<file path="config.mk">
export PLATFORM = sky130hd
export DESIGN_NAME = rr_switch_arbiter_4port
export DESIGN_NICKNAME = d
export VERILOG_FILES = /design/src/rtl/rr_switch_arbiter_4port_pkg.sv /design/src/rtl/rr_switch_arbiter_4port_rr_arbiter_4.sv /design/src/rtl/rr_switch_arbiter_4port.sv
export SDC_FILE = /design/constraint.sdc
export NUM_CORES = 1
export LEC_CHECK = 0
export CAP_MARGIN = 30
export CORE_ASPECT_RATIO = 1.2
export CORE_MARGIN = 4
export CORE_UTILIZATION = 55
export DETAILED_ROUTE_END_ITERATION = 6
export PLACE_DENSITY = 0.89
export SETUP_SLACK_MARGIN = 0.1
export SKIP_LAST_GASP = 1
export SLEW_MARGIN = 15
export SYNTH_ARGS = -nofsm -noshare
export SYNTH_HDL_FRONTEND = slang
export SYNTH_SLANG_ARGS = --single-unit
export TNS_END_PERCENT = 5
</file>
<file path="constraint.sdc">
create_clock -name clk -period 12.1 [get_ports clk]
set_clock_uncertainty 0.1 [all_clocks]
set_input_delay 2.42 -clock clk [delete_from_list [all_inputs] [get_ports clk]]
set_output_delay 2.42 -clock clk [all_outputs]
set_load 0.005 [all_outputs]
</file>
<file path="src/rtl/rr_switch_arbiter_4port_pkg.sv">
// rtl/rr_switch_arbiter_4port_pkg.sv - shared port codes and index constants for the 4-port switch allocator
package rr_switch_arbiter_4port_pkg;

    localparam logic [2:0] SW_STOP  = 3'b000;
    localparam logic [2:0] SW_X1    = 3'b001;
    localparam logic [2:0] SW_X2    = 3'b010;
    localparam logic [2:0] SW_Y1    = 3'b011;
    localparam logic [2:0] SW_LOCAL = 3'b100;

    localparam int P_X1    = 0;
    localparam int P_X2    = 1;
    localparam int P_Y     = 2;
    localparam int P_LOCAL = 3;
    localparam int N_PORTS = 4;

    function automatic logic port_legal(input logic [2:0] code);
        return (code >= SW_X1) && (code <= SW_LOCAL);
    endfunction

    // Port index i is encoded as i+1 on the select bus; 0 is reserved for SW_STOP.
    function automatic logic [2:0] port_code(input logic [1:0] idx);
        return {1'b0, idx} + 3'd1;
    endfunction

endpackage

</file>
<file path="src/rtl/rr_switch_arbiter_4port_rr_arbiter_4.sv">
// rtl/rr_switch_arbiter_4port_rr_arbiter_4.sv - 4-way round-robin arbiter with registered rotating pointer
module rr_arbiter_4 (
    input  logic       clk,
    input  logic       rst_n,
    input  logic       en,
    input  logic [3:0] req,
    output logic [3:0] gnt
);

    logic [1:0] ptr_q;
    logic [1:0] ptr_d;
    logic [1:0] idx;
    logic       found;

    always_comb begin
        gnt   = '0;
        ptr_d = ptr_q;
        idx   = '0;
        found = 1'b0;
        if (en) begin
            for (int k = 0; k < 4; k++) begin
                idx = ptr_q + 2'(k);
                if (!found && req[idx]) begin
                    found    = 1'b1;
                    gnt[idx] = 1'b1;
                    ptr_d    = idx + 2'd1;
                end
            end
        end
    end

    always_ff @(posedge clk or negedge rst_n) begin
        if (!rst_n) begin
            ptr_q <= '0;
        end else begin
            ptr_q <= ptr_d;
        end
    end

endmodule

</file>
<file path="src/rtl/rr_switch_arbiter_4port.sv">
// rtl/rr_switch_arbiter_4port.sv - per-output round-robin switch allocator for the 4-port mesh router
module rr_switch_arbiter_4port
    import rr_switch_arbiter_4port_pkg::*;
#(
    parameter int CNT_WIDTH = 16
) (
    input  logic                 clk,
    input  logic                 rst_n,
    input  logic                 en,
    input  logic [3:0]           req_valid,
    input  logic [2:0]           req_port_x1,
    input  logic [2:0]           req_port_x2,
    input  logic [2:0]           req_port_y,
    input  logic [2:0]           req_port_local,
    input  logic [3:0]           full_in,
    output logic [2:0]           out_sel_x1,
    output logic [2:0]           out_sel_x2,
    output logic [2:0]           out_sel_y,
    output logic [2:0]           out_sel_local,
    output logic [3:0]           out_valid,
    output logic [3:0]           in_adv,
    output logic [CNT_WIDTH-1:0] denied_cnt,
    output logic                 err_sticky
);

    logic [2:0]           req_port [N_PORTS];
    logic [3:0]           legal;
    logic [3:0]           cand     [N_PORTS];
    logic [3:0]           gnt      [N_PORTS];
    logic [3:0]           granted;
    logic                 denied;
    logic                 illegal_any;

    logic [2:0]           sel_q    [N_PORTS];
    logic [2:0]           sel_d    [N_PORTS];
    logic [3:0]           valid_q, valid_d;
    logic [CNT_WIDTH-1:0] cnt_q, cnt_d;
    logic                 err_q, err_d;

    assign req_port[P_X1]    = req_port_x1;
    assign req_port[P_X2]    = req_port_x2;
    assign req_port[P_Y]     = req_port_y;
    assign req_port[P_LOCAL] = req_port_local;

    always_comb begin
        legal       = '0;
        illegal_any = 1'b0;
        for (int i = 0; i < N_PORTS; i++) begin
            legal[i]    = req_valid[i] && port_legal(req_port[i]);
            illegal_any = illegal_any || (req_valid[i] && !port_legal(req_port[i]));
        end
        for (int o = 0; o < N_PORTS; o++) begin
            cand[o] = '0;
            for (int i = 0; i < N_PORTS; i++) begin
                cand[o][i] = legal[i] && (req_port[i] == port_code(2'(o)));
            end
        end
    end

    for (genvar o = 0; o < N_PORTS; o++) begin : g_arb
        rr_arbiter_4 u_arb (
            .clk   (clk),
            .rst_n (rst_n),
            .en    (en && !full_in[o]),
            .req   (cand[o]),
            .gnt   (gnt[o])
        );
    end

    // Each input targets a single output, so OR-ing the per-output grants is conflict free.
    always_comb begin
        granted = gnt[0] | gnt[1] | gnt[2] | gnt[3];
        denied  = |(legal & ~granted);
        in_adv  = en ? (~legal | granted) : 4'b0000;
    end

    always_comb begin
        valid_d = valid_q;
        for (int o = 0; o < N_PORTS; o++) begin
            sel_d[o] = sel_q[o];
            if (en && !full_in[o]) begin
                valid_d[o] = |gnt[o];
                sel_d[o]   = SW_STOP;
                for (int i = 0; i < N_PORTS; i++) begin
                    if (gnt[o][i]) begin
                        sel_d[o] = port_code(2'(i));
                    end
                end
            end
        end
        cnt_d = cnt_q;
        if (en && denied && (cnt_q != '1)) begin
            cnt_d = cnt_q + CNT_WIDTH'(1);
        end
        err_d = err_q || (en && illegal_any);
    end

    always_ff @(posedge clk or negedge rst_n) begin
        if (!rst_n) begin
            for (int o = 0; o < N_PORTS; o++) begin
                sel_q[o] <= SW_STOP;
            end
            valid_q <= '0;
            cnt_q   <= '0;
            err_q   <= 1'b0;
        end else begin
            for (int o = 0; o < N_PORTS; o++) begin
                sel_q[o] <= sel_d[o];
            end
            valid_q <= valid_d;
            cnt_q   <= cnt_d;
            err_q   <= err_d;
        end
    end

    assign out_sel_x1    = sel_q[P_X1];
    assign out_sel_x2    = sel_q[P_X2];
    assign out_sel_y     = sel_q[P_Y];
    assign out_sel_local = sel_q[P_LOCAL];
    assign out_valid     = valid_q;
    assign denied_cnt    = cnt_q;
    assign err_sticky    = err_q;

endmodule

</file>
# == Word level (Yosys, flattened, before mapping) ==
# Index checks and enable logic that the tools add are counted.
# word_totals
output_inout_bits,37
in_bits,23
regBits,41
# classes
bitwise_logic,19
order_cmp,40
n_reduce_logical,100
n_eq_ne,17
mux,153
add_sub_neg,25
# op_table
operator,n
$mux 4,33
$or 4x4->4,16
$logic_and 1x1->1,63
$mux 1,60
$lt 2x3->1 const B,16
$mux 3,12
$add 2x1->2 const B,16
$bmux 1 s2,16
$demux 1 s2,16
$ge 2x1->1 const B,16
$mux 2,16
$eq 3x2->1 const B,8
$logic_not 1->1,20
$reduce_or 4->1,5
$add 16x1->16 const B,1
$add 2x2->2 const B,8
$ne 16x16->1 const B,1
$reduce_bool 4->1,4
$eq 3x1->1 const B,4
$eq 3x3->1 const B,4
$ge 3x1->1 const B,4
$le 3x3->1 const B,4
$not 4->4,2
$reduce_and 2->1,4
2 further kinds,5

# == Longest topological paths before layout ==
# depth
ltp_word,28
mapped_depth,15

# == Hierarchy ==
# A second synthesis with hierarchy kept.
# unflattened
cells_unflattened,380
area_unflattened_um2,3932.5
# modules_own_cells
mod,area_per_inst_um2,instances,cells_each,seq_area_each_um2
rr_switch_arbiter_4port,1990.7,1,196,825.8
rr_arbiter_4,485.5,4,46,50.0

# == Worst setup path after synthesis ==
# OpenSTA, ideal clock, no wires.
# synth_path
path_type,input-to-output
start,input req_valid[2]
end,output in_adv[1]
required_ns,9.580
t_arrival_ns,4.478
stages,9
slack_ns,5.102
path_cell_list,buf_2 -> and4bb_1 -> mux4_2 -> and2_4 -> buf_6 -> a311o_1 -> a2111oi_2 -> nand4_1 -> and2_2
# synth_between
elab_chain_cells,23
word_cells_on_any_way,134
classes_between,89 x mux; 16 x bitwise; 29 x reduce/logical
# synth_rtl
element,line_no,rtl
from (decl),rr_switch_arbiter_4port.sv:10,"input logic [3:0] req_valid,"
$logic_and 1x1->1 *,rr_switch_arbiter_4port.sv:49,legal[i] = req_valid[i] && port_legal(req_port[i]);
$logic_and 1x1->1,rr_switch_arbiter_4port.sv:55,cand[o][i] = legal[i] && (req_port[i] == port_code(2'(o)));
$bmux 1 s2,rr_switch_arbiter_4port_rr_arbiter_4.sv:23,if (!found && req[idx]) begin
$mux 1 (implied by the code),rr_switch_arbiter_4port_rr_arbiter_4.sv:23,
$mux 1,rr_switch_arbiter_4port_rr_arbiter_4.sv:23,
$mux 1,rr_switch_arbiter_4port_rr_arbiter_4.sv:20,if (en) begin
$logic_not 1->1,rr_switch_arbiter_4port_rr_arbiter_4.sv:23,
$logic_and 1x1->1,rr_switch_arbiter_4port_rr_arbiter_4.sv:23,
[... 6 more ...],--,
$logic_not 1->1,rr_switch_arbiter_4port_rr_arbiter_4.sv:23,
$logic_and 1x1->1,rr_switch_arbiter_4port_rr_arbiter_4.sv:23,
$mux 4,rr_switch_arbiter_4port_rr_arbiter_4.sv:23,
$mux 4,rr_switch_arbiter_4port_rr_arbiter_4.sv:20,
$or 4x4->4 (2 in a row),rr_switch_arbiter_4port.sv:72,granted = gnt[0] | gnt[1] | gnt[2] | gnt[3];
$or 4x4->4 *,rr_switch_arbiter_4port.sv:72,
$or 4x4->4 *,rr_switch_arbiter_4port.sv:74,in_adv = en ? (~legal | granted) : 4'b0000;
$mux 4 *,rr_switch_arbiter_4port.sv:74,
to (decl),rr_switch_arbiter_4port.sv:21,"output logic [3:0] in_adv,"
# Mark *: on every way between the ends. The rest lies on a longest branch, timed or not. The select of a mux whose other input is x is not followed.

# == Final worst setup path ==
# layout_path
start,input req_valid[0]
end,output in_adv[1]
# Same word-level chain as after synthesis.

==> impl_results.md <==
* Largest driver fanout on the critical path at 11
* Synthesis-stage register bit count at 41
* Total nets after synthesis at around 550
* Critical path endpoint category: output port
* Average instance area after synthesis at 8.75 µm²
* Most common library cell in the layout ignoring fill and taps: sky130_fd_sc_hd__clkdlybuf4s50_1
* Via/cell ratio at 6.61
* Met2 track utilization from global routing at 45.9%
* Master cell of the clock root buffer: sky130_fd_sc_hd__clkbuf_8
* Post-DP HPWL at 9.16 mm
* Hold-critical path endpoint: err_sticky$_DFF_PN0_
* Std-Cell Core Area at 7660 µm²
* Data required time of the worst path at 9.58 ns
* Storage cell area at 1030 µm²
* Wire length of the first global-routing pass at 19.6 mm
* Top library cells by usage in the layout, fill and taps aside: sky130_fd_sc_hd__clkdlybuf4s50_1 (58), sky130_fd_sc_hd__nor2_1 (54), sky130_fd_sc_hd__nand2_1 (46)
* Final worst-path cycle share at roughly 70%
* Remaining global-route overflow at 0
* Register-to-register setup slack at roughly 7.6 ns
* Worst-case clock buffer depth at 2
* Pin count of the biggest net entering global routing at 42
* Share of post-route cells with drive strength above 1 at 9.34%
* Final #Nets at 601
* Timing-limited maximum frequency at 121 MHz
* Total count of hold-check failures in the final report at 0
* EDFF count, synth at 0
* Minimum clock period after layout at 8.27 ns
* Vias in the first global route at 4,029
* Most heavily used metal layer in global routing: met2
* Type of element launching the critical path: input pin
* Die Width at between 80 and 90 µm
* Critical path arrival at 5.75 ns
* Cell depth of the worst flop-to-flop path at 11
* Number of antenna violations at the first check in global routing at 0
* Synth Cell Area at between 4000 and 5000 µm²
* Run status: complete, no violations
* Die Height at 105 µm
* Routed vias at ~4.2k
* Remaining antenna violation count after routing at 0
* Met3 Resource Use GR at 3.91%
* Area enclosed by the die boundary at 9370 µm²
* Reg2Reg Capture Point: denied_cnt[15]$_DFFE_PN0P_
* Initial DRT Pass Iterations at 5
* Post-CTS clock slew at the launch and capture registers of the worst setup and hold paths at 0.09 ns
* Iteration-0 DRC count of the detailed router at 420
* Final GP Congestion at 0.935
* Total power density per cell area at 167 nW/µm²
* Type of the tightest min-delay check: reg -> reg
* Post-detailed-route DRC marker count at 0
* Aggregate global-route resource usage at about a quarter
* Worst rel slew slack at 47.5%
* Predominant post-synthesis flop cell: sky130_fd_sc_hd__dfrtp_1
* Later-pin clock latency in the skew report at 0.31 ns
* Wire length per cell after detailed routing at 18.6 µm
* Share of synthesized flip-flops with an asynchronous set or reset at 100%
* Met1 usage at 32.5%
* Hold path startpoint: err_sticky$_DFF_PN0_
* Final number of setup-violating endpoints at 0
* Standard-cell rows at 35
* Non-Filler Cell Area, Final at just over 5000 µm²
* CTS Sinks at 41
* Number of filler cells placed in the layout at ~620
* VDD IR-drop max at 0.108 mV
* Aggregate routed wire length at 11.9 mm
* Quantity of hold-fixing buffers added after cts at 0
* Worst flop-to-flop path startpoint: g_arb[3].u_arb.ptr_q[0]$_DFFE_PN0P_
* Leakage power figure at 2.05 nW
* CTS H-tree depth at 2
* Number of warnings reported in the yosys synthesis log at 0
* Instance count along the most critical hold path at 1
* Total of cells resized after clock tree synthesis at 0
* Ports placed on the boundary at 60
* Transition time at the pin with the least slew margin at 0.780 ns
* Setup repair after global routing missed its margin: false
* CTS tree: yes
* Setup tns final at 0 ns
* Starting utilization of the core area at 56.5%
* Sequential share of the synthesized area at 23.7%
* Max-slew violations at 0
* CP Class: in -> out
* Port bufs at 59
* Synthesis-to-layout area growth at 17.0%
* Area taken by multi-input logic gates at around 3100 µm²
* Synth unique cells at about 70
* Number of standard cells after synthesis at roughly 500
* Post-CTS Setup Bufs at 0
* Area after detailed placement at 4930 µm²
* Clock buffer count from CTS at 5
* Antenna diode instance count at 0
* Max-cap violations at 0
stage by stage:
step / cells / power, mW / worst slack (ns) / hold slack (ns) / util, %
after floorplan: 495 / 0.562 / 5.10 / 0.351 / -
after global placement: 629 / 0.712 / 3.97 / 0.346 / 64.4
after detailed placement: 629 / 0.723 / 3.91 / 0.348 / 64.4
after CTS: 637 / 0.845 / 3.91 / 0.370 / 65.9
after global routing: 638 / 0.913 / 3.65 / 0.396 / 66.2
final: 638 / 0.848 / 3.83 / 0.367 / 66.2
power by group:
| group | switching, mW | total [mW] | internal [mW] |
|---|---|---|---|
| logic | 0.256 | 0.481 | 0.225 |
| registers | 0.0664 | 0.247 | 0.181 |
| clock network | 0.0576 | 0.119 | 0.0619 |
how the worst max path moves through the flow:
| stage | slack, ns | startpoint | end |
|---|---|---|---|
| 4_1_cts | 3.91 | req_valid[2] | in_adv[3] |
| 3_3_place_gp | 3.97 | req_valid[0] | in_adv[1] |
| 5_1_grt | 3.65 | req_valid[2] | in_adv[3] |
| 3_5_place_dp | 3.91 | req_valid[2] | in_adv[3] |
| 6_report | 3.83 | req_valid[0] | in_adv[1] |
| 2_1_floorplan | 5.10 | req_valid[2] | in_adv[1] |
critical path: stages:
cell and delay (ns):
sky130_fd_sc_hd__clkdlybuf4s50_1 0.64, sky130_fd_sc_hd__or4bb_1 0.57, sky130_fd_sc_hd__mux4_2 0.62, sky130_fd_sc_hd__nor2_1 0.12
sky130_fd_sc_hd__a31oi_1 0.06, sky130_fd_sc_hd__o21ai_0 0.39, sky130_fd_sc_hd__nand4_1 0.23, sky130_fd_sc_hd__and2_2 0.25
sky130_fd_sc_hd__clkdlybuf4s50_1 0.45
flip-flops by register name, indices dropped and copies added (netlist names):
signal / flops
denied_cnt: 16
g_arb.u_arb.ptr_q: 8
out_valid: 4
out_sel_local: 3
out_sel_x1: 3
out_sel_x2: 3
out_sel_y: 3
err_sticky: 1
cell usage after synthesis, drive strengths merged (5+ instances only):
master	n	area, µm²
dfrtp	41	1030
buf	11	75.1
nand4bb	7	78.8
a221oi	6	52.6
nor2b	7	43.8
and2	6	41.3
nor2	54	203
nor3	22	130
xor2	12	105
and4bb	9	113
nand2b	5	31.3
a211oi	7	52.6
a31oi	12	75.1
nand3	23	115
inv	15	56.3
o21ai	21	105
nand2	46	173
nor4	6	37.5
xnor2	9	78.8
mux4	15	338
nand4	9	56.3
a22oi	8	60.1
ha	33	413
a21boi	5	37.5
a21oi	27	135
or4bb	5	56.3
nand4b	5	43.8
clkbuf	6	22.5
kinds of logic after synthesis:
family | Yosys count | synth area share [%]
buf+inv | 34 | 3.73
flops | 41 | 23.7
simple gates | 221 | 29.5
xor+xnor | 21 | 4.25
compound gates | 124 | 20.1
fa+ha+maj | 33 | 9.53
mux | 21 | 9.24
layer usage:
| metal | vias up | wire [µm] |
|---|---|---|
| met2 | 184 | 6070 |
| li1 | 1986 | - |
| met4 | 0 | 295 |
| met1 | 2013 | 4830 |
| met5 | - | 0 |
| met3 | 35 | 667 |
layout make-up:
class                      count  area share, %
clock buffer                   5           1.36
tap                           92           2.27
inverter                      17           1.26
sequential                    41           20.2
multi-input combinational    420           62.0
timing repair buffer          60           11.9
clock inverter                 3          0.913
No activity file was read; power rests on OpenSTA's default activity.
